## src/rtl/board_io_pkg.sv

```systemverilog
// Shared constants and types for the board input filter slice.
// Holds channel limit, default counter width, default prescale and the edge-enable pair.
package board_io_pkg;

   localparam int MAX_CH       = 32;
   localparam int DEF_CNT_W    = 16;
   localparam int DEF_PRESCALE = 1000;

   typedef struct packed {
      logic rise;
      logic fall;
   } edge_cfg_t;

endpackage : board_io_pkg

```

## src/rtl/board_debounce_ch.sv

```systemverilog
// One filtered channel: flop synchronizer followed by a saturating debounce counter.
// rise_o/fall_o pulse combinationally in the cycle whose clock edge updates state_o.
module board_debounce_ch
   import board_io_pkg::*;
#(
   parameter int   CNT_W       = DEF_CNT_W,
   parameter int   SYNC_STAGES = 2,
   parameter logic RST_BIT     = 1'b0
) (
   input  logic             clk,
   input  logic             rst,
   input  logic             in_i,
   input  logic [CNT_W-1:0] limit_i,
   input  logic             tick_i,
   output logic             state_o,
   output logic             rise_o,
   output logic             fall_o
);

   logic [SYNC_STAGES-1:0] sync_r;
   logic [CNT_W-1:0]       cnt_r;
   logic                   state_r;
   logic                   s_s;
   logic                   toggle_s;

   assign s_s      = sync_r[SYNC_STAGES-1];
   assign toggle_s = (s_s != state_r) && tick_i && (cnt_r >= limit_i);
   assign state_o  = state_r;
   assign rise_o   = toggle_s & s_s;
   assign fall_o   = toggle_s & ~s_s;

   // Input synchronizer chain
   always_ff @(posedge clk or posedge rst) begin
      if (rst) begin
         sync_r <= {SYNC_STAGES{RST_BIT}};
      end else begin
         sync_r <= {sync_r[SYNC_STAGES-2:0], in_i};
      end
   end

   // Debounce counter and debounced level; >= compare means c can never pass L and wrap
   always_ff @(posedge clk or posedge rst) begin
      if (rst) begin
         cnt_r   <= '0;
         state_r <= RST_BIT;
      end else if (s_s == state_r) begin
         cnt_r   <= '0;
      end else if (tick_i) begin
         if (cnt_r >= limit_i) begin
            state_r <= s_s;
            cnt_r   <= '0;
         end else begin
            cnt_r   <= cnt_r + CNT_W'(1);
         end
      end else begin
         cnt_r   <= cnt_r;
      end
   end

endmodule : board_debounce_ch

```

## src/rtl/board_input_filter.sv

```systemverilog
// Debounced board inputs with sticky edge-pending flags and a masked interrupt.
// Define BOARD_INPUT_FILTER_PRESCALE_EN to slow the debounce count with a shared prescaler.
module board_input_filter
   import board_io_pkg::*;
#(
   parameter int              NUM_CH      = 8,
   parameter int              CNT_W       = DEF_CNT_W,
   parameter int              SYNC_STAGES = 2,
   parameter logic [NUM_CH-1:0] RST_VAL   = '0
`ifdef BOARD_INPUT_FILTER_PRESCALE_EN
   ,
   parameter int              PRESCALE    = DEF_PRESCALE
`endif
) (
   input  logic              clk,
   input  logic              rst,
   input  logic [NUM_CH-1:0] in_i,
   input  logic [CNT_W-1:0]  limit_i,
   input  logic [NUM_CH-1:0] rise_en_i,
   input  logic [NUM_CH-1:0] fall_en_i,
   input  logic [NUM_CH-1:0] clr_i,
   input  logic [NUM_CH-1:0] mask_i,
   output logic [NUM_CH-1:0] state_o,
   output logic [NUM_CH-1:0] pend_o,
   output logic              irq_o
);

   logic                    tick_s;
   logic [NUM_CH-1:0]       rise_s;
   logic [NUM_CH-1:0]       fall_s;
   logic [NUM_CH-1:0]       set_s;
   logic [NUM_CH-1:0]       pend_r;
   edge_cfg_t [NUM_CH-1:0]  edge_cfg_s;

`ifdef BOARD_INPUT_FILTER_PRESCALE_EN
   localparam int PS_W = (PRESCALE > 1) ? $clog2(PRESCALE) : 1;
   logic [PS_W-1:0] ps_cnt_r;

   assign tick_s = (ps_cnt_r == PS_W'(PRESCALE - 1));

   // Free-running prescaler shared by every channel
   always_ff @(posedge clk or posedge rst) begin
      if (rst) begin
         ps_cnt_r <= '0;
      end else if (tick_s) begin
         ps_cnt_r <= '0;
      end else begin
         ps_cnt_r <= ps_cnt_r + PS_W'(1);
      end
   end
`else
   assign tick_s = 1'b1;
`endif

   for (genvar i = 0; i < NUM_CH; i++) begin : g_ch
      assign edge_cfg_s[i].rise = rise_en_i[i];
      assign edge_cfg_s[i].fall = fall_en_i[i];
      assign set_s[i] = (rise_s[i] & edge_cfg_s[i].rise) | (fall_s[i] & edge_cfg_s[i].fall);

      board_debounce_ch #(
         .CNT_W       (CNT_W),
         .SYNC_STAGES (SYNC_STAGES),
         .RST_BIT     (RST_VAL[i])
      ) u_ch (
         .clk     (clk),
         .rst     (rst),
         .in_i    (in_i[i]),
         .limit_i (limit_i),
         .tick_i  (tick_s),
         .state_o (state_o[i]),
         .rise_o  (rise_s[i]),
         .fall_o  (fall_s[i])
      );
   end

   // Sticky pending flags; a new event outranks a simultaneous clear
   always_ff @(posedge clk or posedge rst) begin
      if (rst) begin
         pend_r <= '0;
      end else begin
         pend_r <= set_s | (pend_r & ~clr_i);
      end
   end

   assign pend_o = pend_r;
   assign irq_o  = |(pend_r & mask_i);

endmodule : board_input_filter

```

## config.mk

```make
export PLATFORM = sky130hd
export DESIGN_NAME = board_input_filter
export DESIGN_NICKNAME = d
export VERILOG_FILES = /design/src/rtl/board_io_pkg.sv /design/src/rtl/board_debounce_ch.sv /design/src/rtl/board_input_filter.sv
export SDC_FILE = /design/constraint.sdc
export NUM_CORES = 1
export LEC_CHECK = 0
export CORE_MARGIN = 3
export CORE_UTILIZATION = 54
export DETAILED_ROUTE_END_ITERATION = 10
export PLACE_DENSITY_LB_ADDON = 0.25
export SETUP_SLACK_MARGIN = 0.15
export SYNTH_ARGS = -nofsm -noshare
export SYNTH_HDL_FRONTEND = slang
export SYNTH_SLANG_ARGS = --single-unit
```

## constraint.sdc

```tcl
create_clock -name clk -period 5.54 [get_ports clk]
set_input_delay 1.108 -clock clk [delete_from_list [all_inputs] [get_ports clk]]
set_output_delay 1.108 -clock clk [all_outputs]
set_load 0.02 [all_outputs]
```

# After elaboration in Yosys (flattened, before gate mapping)
# Index checks and enable logic that the tools add are counted.
# totals
rom_bits,0
memories,0
elab_cells,150
output_inout_bits,17
register_bits,160
latchBits,0
ram_bits,0
# classes
n_bitwise,60
add_sub_neg,8
shift,0
n_reduce_logical,17
muxes,16
n_lt_le_gt_ge,8
div_mod_pow,0
eq_ne,16
multipliers,0
# ops
cell,count
16-bit two-way mux,16
"16-bit by 1-bit adder with 16-bit output, second input constant",8
16-bit >= comparator,8
1-bit bitwise AND,32
8-bit bitwise AND,2
1-bit inverter,16
2-bit AND reduction,8
1-bit == test,8
1-bit logical AND,8
1-bit != test,8
8-bit inverter,1
1-bit OR,8
8-bit OR,1
8-bit OR reduction,1

# Logic depth before layout (Yosys ltp)
# depth
word_depth,6
mapped_depth,9
ltp_nobuf,7

# By module
# Synthesis repeated with hierarchy kept, for this count alone.
# hier_totals
hier_cells,1310
hier_area_um2,11562.3
# by_module_without_submodules
mod,area_each_um2,seq_area_each_um2,instances,cells_per_inst
board_debounce_ch,1397.6,475.5,8,159
board_input_filter,381.6,200.2,1,38

# Least setup slack after synthesis
# Ideal clock, no wire load.
# synth_timing
kind,input to register
start,input port limit_i[9]
end,register g_ch[0].u_ch.cnt_r[7]
setup_ns,0.070
cell_stages,9
setup_slack_ns,2.471
arrival_time_ns,2.999
cell_sequence,inv_1 > ha_1 > and4_4 > nor2b_1 > a211o_1 > or4b_1 > buf_2 > buf_12 > nor2_4
# synth_between
elab_chain_cells,3
# synth_rtl
element,line,text
from (decl),board_input_filter.sv:18,"input logic [CNT_W-1:0] limit_i,"
16-bit >= comparator,board_debounce_ch.sv:49,if (cnt_r >= limit_i) begin
16-bit two-way mux,board_debounce_ch.sv:49,
16-bit two-way mux,board_debounce_ch.sv:46,end else if (s_s == state_r) begin
to (signal assigned),board_debounce_ch.sv:53,cnt_r <= cnt_r + CNT_W'(1);
to (signal assigned),board_debounce_ch.sv:56,cnt_r <= cnt_r;
to (decl),board_debounce_ch.sv:21,logic [CNT_W-1:0] cnt_r;
# No other way between the ends.
# A chain may end at the register's enable or synchronous reset.

# Final worst setup path
# layout_timing
start,input port limit_i[0]
end,register g_ch[0].u_ch.cnt_r[5]
# Same word-level chain as after synthesis.

==> flow_summary_export.csv <==
group,metric,value,unit
die,rows,49,
finish,nNetsFinal,1280,
clock_tree,clock-sinks,160,
finish,diodes,0,
global_routing,grt.total_usage,0.243,
clock_tree,ctsResizeCount,0,
route,vias,7662,
die,core,18300,um^2
die,fp.dieH,143,um
critical_path,end_kind,"flip-flop",
clock_tree,max-clock-path-buffers,2,
global_routing,antenna_found_initial,0,
yosys,async_reset_ff_frac,1.00,
critical_path,worstSetupPathType,"in -> reg",
yosys,yosysTopAreaCellShare,0.393,
die,die_w,143,um
power_and_ir_drop,p_seq_frac,0.443,
route,wire_per_inst,18.0,um
timing,slew_headroom,0.284,
placement,gp_congestion,0.857,
timing,finalCritPeriodShare,0.684,
yosys,synth.top_cells.by_area,"dfrtp_1 39%, ha_1 17%, xor2_1 6.1%",
timing,fmaxAchievable,0.264,GHz
clock_tree,htree_levels,4,
timing,tns,0,ns
timing,worst_pin_slew,1.07,ns
yosys,synth_most_common_cell,"dfrtp_1",
die,dieArea,20500,um^2
timing,final_hold_viol_count,0,
die,io_pins,75,
global_routing,grt_pass1_vias,7608,
yosys,synthCells,1013,
run,max_cap_violations,0,
power_and_ir_drop,internal_power,2.11,mW
finish,drive_gt1_frac,0.0675,
global_routing,grt-ovfl-total,0,
route,dr.pass1.iters,5,
route,viasPerCell,5.78,
critical_path,crit_required,5.88,ns
global_routing,grt_pass1_wl,39.0,mm
yosys,synth_edf_count,0,
power_and_ir_drop,pwr-share-comb,0.088,
clock_tree,cts_root_buffer,"clkbuf_16",
yosys,netlist_top_cells_count,"160 x dfrtp_1, 144 x nor2_1, 136 x ha_1",
placement,numPortBuffers,74,
power_and_ir_drop,p_switching,0.641,mW
power_and_ir_drop,vdd_drop_max,0.000202,V
route,drtIter0Drc,444,
timing,period_minus_slack,3.79,ns
clock_tree,cts_made_buffers,17,
min_path,hp-class,"reg -> reg",
route,ant_nets,0,
timing,setup_viol,0,
yosys,synth_top_cell_by_area,"dfrtp_1",
yosys,ys_ff_latch,160,
yosys,yosysSeqAreaShare,0.393,
finish,areaGrowthSynthToFinish,15.0,%
critical_path,cp-start-kind,"input pin",
route,route.detailed.drc,0,
clock_tree,cts_hold_buf,0,
yosys,yosysUniqueCellTypes,51,
clock_tree,clk_pin_slew_worst_paths,0.06,ns
yosys,avgSynthCellArea,10.0,um^2
finish,final_util,0.641,
outcome,outcome,"finished clean",
critical_path,arrival,4.13,ns
placement,dpl.hpwl,16.7,mm
critical_path,critPathMaxFanout,15,
route,finalWirelength,23.9,mm
yosys,synthFlopType,"dfrtp_1",
power_and_ir_drop,clockPowerShare,0.469,
yosys,syn-num-nets,1207,
power_and_ir_drop,switching_share,0.233,
global_routing,grt_max_degree,161,
power_and_ir_drop,p_leak,5.51,nW
clock_tree,clk_latency,0.43,ns
timing,rsz0062_at_grt,"no",
timing,slew_violations,0,
yosys,yosysWarnings,0,
power_and_ir_drop,power_density,235,nW/um^2
timing,skew,0.00688,ns
die,initial_core_util,0.557,
yosys,synth_area,10200,um^2
clock_tree,cts_tree,"built",
clock_tree,post-cts-setup-buffers,0,
registers in the layout (all words and copies together) (netlist names):
register,count
g_ch.u_ch.state_o,8
g_ch.u_ch.sync_r,16
g_ch.u_ch.cnt_r,128
pend_o,8
path summary, 6_finish.rpt:
path	from	endpoint	slack (ns)	cells past startpoint
max	limit_i[0]	g_ch[0].u_ch.cnt_r[5]$_DFF_PP0_	1.75	7
min	g_ch[7].u_ch.sync_r[0]$_DFF_PP0_	g_ch[7].u_ch.sync_r[1]$_DFF_PP0_	0.35	0
max reg2reg	g_ch[0].u_ch.cnt_r[0]$_DFF_PP0_	g_ch[0].u_ch.cnt_r[5]$_DFF_PP0_	2.77	7
min reg2reg	g_ch[7].u_ch.sync_r[0]$_DFF_PP0_	g_ch[7].u_ch.sync_r[1]$_DFF_PP0_	0.35	0
max in group asynchronous	rst	g_ch[6].u_ch.cnt_r[0]$_DFF_PP0_	3.54	3
min in group asynchronous	rst	g_ch[4].u_ch.cnt_r[4]$_DFF_PP0_	1.18	3
final cells by class:
type,count,area [um^2]
inverter,55,210
timing repair buffer,76,768
fill,1492,6560
multi-input combinational,776,5790
sequential,160,4000
clock buffer,22,494
clock inverter,8,151
tap,229,287
metrics by stage:
step                      power [mW]  instance area, um^2  setup slack, ns  hold WS, ns  std cells
after global routing            2.85                11700             1.60        0.356       1326
after CTS                       2.77                11700             1.77        0.350       1326
after detailed placement        1.48                11100             1.33        0.336       1296
after global placement          1.47                11100             1.40        0.333       1296
final                           2.75                11700             1.75        0.348       1326
after floorplan                 1.38                10200             2.40        0.331       1013
worst max-delay path, cell delays in order:
cell	delay (ns)
clkdlybuf4s50_1	0.82
ha_1	0.33
nand2b_4	0.14
a2111oi_2	0.36
nor4_1	0.10
or4b_1	0.99
nor2_1	0.26
metal layers:
metal	global-route usage	vias up	wire length [um]
li1	-	3730	-
met1	0.334	3711	10800
met2	0.386	194	11200
met3	0.0586	27	1320
met4	0.0763	0	529
met5	0	-	0
logic make-up after synthesis:
family                   count (synthesis)  synth area share
buffers and inverters                   77            0.0376
multiplexers                             8           0.00885
flip-flops                             160             0.393
XOR/XNOR                               120             0.103
AND/OR/NAND/NOR                        397             0.208
AO/OA/AOI/OAI                          115            0.0816
adder cells (fa/ha/maj)                136             0.167
cell usage in the layout, fill, tap and decap left out, types with 8 or more instances in the layout:
cell / instances
a21o_1: 12
a21oi_1: 14
a31oi_1: 12
and3_1: 21
and4_1: 20
clkbuf_16: 17
clkdlybuf4s50_1: 74
dfrtp_1: 160
ha_1: 136
inv_1: 54
mux2_2: 8
nand2_1: 46
nand3_1: 61
nand4_1: 35
nor2_1: 144
nor2_4: 18
nor3_1: 16
o211ai_1: 13
o21a_1: 11
o21ai_0: 12
xnor2_1: 49
xor2_1: 71
power by group through the flow:
stage,Sequential [mW],Clock [mW],Combinational (mW)
after floorplan,1.23,0,0.152
final,1.22,1.29,0.242
after global routing,1.22,1.36,0.274
after global placement,1.24,0,0.234
after detailed placement,1.24,0,0.242
after CTS,1.22,1.31,0.244
(Power assumes the default switching activity.)
